### src/rtl/spi_link_pkg.sv
// Definitions shared by both ends of the 3-wire register-write SPI link:
// frame geometry, controller state encoding and peripheral register map.
package spi_link_pkg;

    localparam int FRAME_W = 16;
    localparam int ADDR_W  = 7;
    localparam int DATA_W  = 8;

    typedef enum logic [2:0] {
        ST_IDLE,
        ST_SETUP,
        ST_SHIFT_LO,
        ST_SHIFT_HI,
        ST_HOLD,
        ST_GAP
    } state_t;

    localparam logic [ADDR_W-1:0] REG_EN_OUT_7_0  = 7'h00;
    localparam logic [ADDR_W-1:0] REG_EN_OUT_15_8 = 7'h01;
    localparam logic [ADDR_W-1:0] REG_EN_PWM_7_0  = 7'h02;
    localparam logic [ADDR_W-1:0] REG_EN_PWM_15_8 = 7'h03;
    localparam logic [ADDR_W-1:0] REG_PWM_DUTY    = 7'h04;

    function automatic int max3(input int a, input int b, input int c);
        int m;
        m = (a > b) ? a : b;
        return (m > c) ? m : c;
    endfunction

endpackage

### src/rtl/spi_sclk_tick.sv
// SCLK half-period timer: pulses tick on the last clk of every CLK_DIV-cycle
// phase while enabled; held at zero while disabled so each phase starts fresh.
module spi_sclk_tick #(
    parameter int CLK_DIV = 4
) (
    input  logic clk,
    input  logic rst,
    input  logic en,
    output logic tick
);

    localparam int W = (CLK_DIV > 1) ? $clog2(CLK_DIV) : 1;
    localparam logic [W-1:0] LAST = W'(CLK_DIV - 1);

    logic [W-1:0] cnt;

    always_ff @(posedge clk) begin
        if (rst || !en)
            cnt <= '0;
        else if (cnt == LAST)
            cnt <= '0;
        else
            cnt <= cnt + 1'b1;
    end

    assign tick = en && (cnt == LAST);

endmodule

### src/rtl/spi_reg_writer.sv
// SPI mode-0 initiator: takes one register write per valid/ready handshake and
// shifts a 16-bit {write, addr, data} frame out MSB first under nCS.
module spi_reg_writer
    import spi_link_pkg::*;
#(
    parameter int CLK_DIV  = 4,
    parameter int CS_SETUP = 2,
    parameter int CS_HOLD  = 2,
    parameter int CS_IDLE  = 2
) (
    input  logic              clk,
    input  logic              rst,
    input  logic              req_valid,
    output logic              req_ready,
    input  logic              req_write,
    input  logic [ADDR_W-1:0] req_addr,
    input  logic [DATA_W-1:0] req_data,
    output logic              busy,
    output logic              done,
    output logic              spi_sclk,
    output logic              spi_copi,
    output logic              spi_ncs
);

    generate
        if (CLK_DIV < 2) begin : g_bad_div
            $error("spi_reg_writer: CLK_DIV must be >= 2");
        end
        if (CS_SETUP < 1) begin : g_bad_setup
            $error("spi_reg_writer: CS_SETUP must be >= 1");
        end
        if (CS_HOLD < 1) begin : g_bad_hold
            $error("spi_reg_writer: CS_HOLD must be >= 1");
        end
        if (CS_IDLE < 1) begin : g_bad_idle
            $error("spi_reg_writer: CS_IDLE must be >= 1");
        end
    endgenerate

    // One counter times the setup, hold and gap phases; they never overlap.
    localparam int CNT_MAX = max3(CS_SETUP, CS_HOLD, CS_IDLE);
    localparam int CNT_W   = $clog2(CNT_MAX + 1);
    localparam logic [CNT_W-1:0] SETUP_LAST = CNT_W'(CS_SETUP - 1);
    localparam logic [CNT_W-1:0] HOLD_LAST  = CNT_W'(CS_HOLD - 1);
    localparam logic [CNT_W-1:0] IDLE_LAST  = CNT_W'(CS_IDLE - 1);
    localparam logic [3:0]       BIT_LAST   = 4'(FRAME_W - 1);

    state_t             state;
    logic [FRAME_W-1:0] shreg;
    logic [3:0]         bit_cnt;
    logic [CNT_W-1:0]   cnt;
    logic               ready_q;
    logic               busy_q;
    logic               tick;
    logic               shifting;

    assign shifting = (state == ST_SHIFT_LO) || (state == ST_SHIFT_HI);

    spi_sclk_tick #(.CLK_DIV(CLK_DIV)) u_tick (
        .clk  (clk),
        .rst  (rst),
        .en   (shifting),
        .tick (tick)
    );

    // Ready must drop in the very cycle rst is asserted, not one cycle later.
    assign req_ready = ready_q & ~rst;
    assign busy      = busy_q | (req_valid & req_ready);

    always_ff @(posedge clk) begin
        if (rst) begin
            state    <= ST_IDLE;
            shreg    <= '0;
            bit_cnt  <= '0;
            cnt      <= '0;
            ready_q  <= 1'b0;
            busy_q   <= 1'b0;
            done     <= 1'b0;
            spi_ncs  <= 1'b1;
            spi_sclk <= 1'b0;
            spi_copi <= 1'b0;
        end else begin
            done <= 1'b0;
            case (state)
                ST_IDLE: begin
                    ready_q <= 1'b1;
                    if (req_valid && ready_q) begin
                        shreg    <= {req_write, req_addr, req_data};
                        spi_copi <= req_write;
                        spi_ncs  <= 1'b0;
                        ready_q  <= 1'b0;
                        busy_q   <= 1'b1;
                        cnt      <= '0;
                        bit_cnt  <= '0;
                        state    <= ST_SETUP;
                    end
                end
                ST_SETUP: begin
                    if (cnt == SETUP_LAST) begin
                        cnt   <= '0;
                        state <= ST_SHIFT_LO;
                    end else begin
                        cnt <= cnt + 1'b1;
                    end
                end
                ST_SHIFT_LO: begin
                    if (tick) begin
                        spi_sclk <= 1'b1;
                        state    <= ST_SHIFT_HI;
                    end
                end
                ST_SHIFT_HI: begin
                    // Next bit goes out on the falling edge, half a period
                    // before the responder samples it on the rising edge.
                    if (tick) begin
                        spi_sclk <= 1'b0;
                        if (bit_cnt == BIT_LAST) begin
                            state <= ST_HOLD;
                        end else begin
                            bit_cnt  <= bit_cnt + 1'b1;
                            shreg    <= {shreg[FRAME_W-2:0], 1'b0};
                            spi_copi <= shreg[FRAME_W-2];
                            state    <= ST_SHIFT_LO;
                        end
                    end
                end
                ST_HOLD: begin
                    if (cnt == HOLD_LAST) begin
                        cnt      <= '0;
                        spi_ncs  <= 1'b1;
                        spi_copi <= 1'b0;
                        done     <= 1'b1;
                        state    <= ST_GAP;
                    end else begin
                        cnt <= cnt + 1'b1;
                    end
                end
                ST_GAP: begin
                    if (cnt == IDLE_LAST) begin
                        cnt     <= '0;
                        ready_q <= 1'b1;
                        busy_q  <= 1'b0;
                        state   <= ST_IDLE;
                    end else begin
                        cnt <= cnt + 1'b1;
                    end
                end
                default: state <= ST_IDLE;
            endcase
        end
    end

endmodule

### config.mk
export PLATFORM = sky130hd
export DESIGN_NAME = spi_reg_writer
export DESIGN_NICKNAME = d
export VERILOG_FILES = /design/src/rtl/spi_link_pkg.sv /design/src/rtl/spi_sclk_tick.sv /design/src/rtl/spi_reg_writer.sv
export SDC_FILE = /design/constraint.sdc
export NUM_CORES = 1
export LEC_CHECK = 0
export ABC_AREA = 0
export CORE_MARGIN = 2
export CORE_UTILIZATION = 45
export DETAILED_ROUTE_END_ITERATION = 6
export PLACE_DENSITY = 0.79
export SLEW_MARGIN = 20
export SYNTH_ARGS = -nofsm -noshare
export SYNTH_HDL_FRONTEND = slang
export SYNTH_SLANG_ARGS = --single-unit
### constraint.sdc
create_clock -name clk -period 4.1 [get_ports clk]
set_input_delay 0.615 -clock clk [delete_from_list [all_inputs] [get_ports clk]]
set_output_delay 0.615 -clock clk [all_outputs]
set_load 0.05 [all_outputs]
==> results.md <==
- Routability cong.: 0.7551
- Slew headroom: 55.15%
- Syn Area/Cell: 8.945 µm²
- PD cells: 358.0 mW/mm²
- Peak supply drop: 152.2 µV
- Post-CTS Setup Inserts: 0
- Post-synth EDFFs: 0
- Cells after Synth: 181
- Core area: 0.003390 mm²
- TritonCTS clock tree: yes
- # fillers: 301
- Mapped cell area: 0.001619 mm²
- IO Pins: 25
- Final worst-path cycle share: 68.21%
- Status: completed
- Core Rows: 21
- Leak: 0.6672 nW
- Starting Density: 47.77%
- Post-synthesis register bit count: 32
- First-pass GRT wire length: 5333 µm
- Final Hold Vio Count: 0
- Synth async-reset ratio: 0%
- Predominant post-synthesis flop cell: dfxtp_1
- Largest fanout on the critical path: 4
- Clk_lat worst skew: 0.33 ns
- Drt pass-1 iters: 4
- # resized after CTS: 0
- Setup Crit Path Kind: primary input to primary output
- Share of post-route cells with drive strength above 1: 14.57%
- Overflow after GRT: 0
- Final min period: 2.797 ns
- Fin Hold WS: 0.4365 ns
- Clock Sinks: 32
- Number of library cell types mapped by synthesis: 43
- Synth top area cells: dfxtp_1 40%, a311oi_2 13%, nand2_1 7.2%
- # nets final: 220
- Vias per cell: 5.371
- Layout area overhead: 16.54%
- Multi-input logic area: 853.3 µm²
- Root Driver: clkbuf_4
- Fmax: 357.6 MHz
- Place WS: 1.303 ns
- Die width: 63.98 µm
- Max-Cap Viols: 0
- Die area: 0.004093 mm²
- DIE HEIGHT: 63.98 µm
- Yosys warning count: 0
- Cts bufs inserted: 5
- Max-slew violations: 0
- Critical Path AT: 2.18 ns
- H-tree depth: 2
- Vias in the first global route: 1,194
- Final Setup Violations: 0
- Cts hold-fix bufs: 0
- Routed WL: 3164 µm
- Final Util: 55.67%
- Worst Slack Setup Final: 1.303 ns
- Post-DRT Antenna Nets: 0
- RSZ-0062 raised after global routing: no
- DR WL/cell: 12.91 µm
- Drt drc: 0
- Register Area: 640.6 µm²
- ANT cells: 0
- Share of the synthesized area in the top cell type: 39.57%
- Drt initial violations: 64
- Worst-Margin Slew: 0.6728 ns
- Buffers added on ports: 24
- Clock buffer depth: 2
- Hold Crit Class: flip-flop to flip-flop
- Setup TNS: 0 ns
- Cell taking the most area after synthesis: dfxtp_1
- Synthesized Nets: 202
- Setup Skew: 0.002733 ns
- GRT Util Overall: 16.93%
- Initial antenna violation count: 0
- Detail Placement HPWL: 2112 µm
- CTS clk-pin slew, worst paths: 0.09 ns
- Sequential share of the synthesized area: 39.57%
- Vias: 1,316
- CP Data Required Time: 3.48 ns
- Largest net degree at the start of global routing: 34
- Critical Path End Type: primary output
- Startpoint types: primary input
-- registers in the layout, summed over array words and instances (netlist names) --
signal / cells
cnt: 2
busy_q: 1
done: 1
u_tick.cnt: 2
spi_sclk: 1
shreg: 15
spi_copi: 1
spi_ncs: 1
ready_q: 1
state: 3
bit_cnt: 4
-- cells in the mapped netlist (3+ instances only) --
cell type	instances
dfxtp_1	32
nand2_1	31
nor2_2	6
nand3_1	3
o21ai_0	3
buf_6	3
a21oi_1	9
o21bai_1	3
nor2b_1	3
clkbuf_1	6
nor2_1	19
inv_1	4
nor3_1	5
a311oi_2	14
mux2i_1	4
nor4_1	3
-- logic make-up (layout without fill, tap and decap cells) --
group | after synthesis | in the layout | synth area share, %
xor+xnor | 1 | 1 | 0.5411
flops | 32 | 32 | 39.57
buf+inv | 19 | 37 | 7.727
mux | 4 | 4 | 2.473
compound gates | 40 | 40 | 23.65
fa+ha+maj | 2 | 2 | 1.545
simple gates | 83 | 83 | 24.50
-- per-stage QoR --
stage          std cells  power, mW  instance area, µm²
3_3_place_gp         238     0.4804                1822
2_1_floorplan        181     0.4524                1619
5_1_grt              245     0.7113                1887
4_1_cts              245     0.6810                1887
3_5_place_dp         238     0.4819                1822
6_report             245     0.6756                1887
-- layer usage --
metal | GRT usage, % | share of wire, % | vias to the layer above
met5 | 0 | 0 | -
met4 | 8.967 | 1.7 | 0
met3 | 4.754 | 4.6 | 7
met2 | 25.00 | 43 | 26
met1 | 22.26 | 50 | 595
li1 | - | - | 688
-- final cells by class --
| type | count | share of cell area (%) |
|---|---|---|
| flip-flops and latches | 32 | 33.95 |
| multi-input cells | 130 | 45.23 |
| inverters | 4 | 0.7958 |
| repair buffers | 26 | 13.53 |
| clock buffers | 7 | 3.448 |
| well taps | 46 | 3.050 |
-- worst max-delay path: stages --
cell and delay, ns:
clkdlybuf4s50_1 0.52, nand2_1 0.10, o21bai_1 0.14, clkdlybuf4s50_1 0.81
-- power breakdown --
part,internal [mW],switching [mW],total [mW]
clock network,0.0971,0.104,0.201
logic,0.0586,0.0686,0.127
registers,0.331,0.0160,0.347
total,0.487,0.188,0.676
-- path summary, 6_finish.rpt --
kind / startpoint / endpoint / slack (ns) / cells after the start
max reg2reg: state[1] / shreg[5] / 1.80 / 5
max: req_valid / busy / 1.30 / 4
min: u_tick.cnt[0] / u_tick.cnt[0] / 0.44 / 1
min reg2reg: u_tick.cnt[0] / u_tick.cnt[0] / 0.44 / 1
-- cells in the final DEF (no fill, tap or decap), drive strengths merged, types with 3 or more instances in the layout --
cell type	instances
a21oi	9
a311oi	15
clkbuf	7
clkdlybuf4s50	24
dfxtp	32
inv	4
mux2i	4
nand2	31
nand3	3
nor2	25
nor2b	3
nor3	5
nor4	3
o21ai	3
o21bai	3
Power figures use the tool's default switching activity.
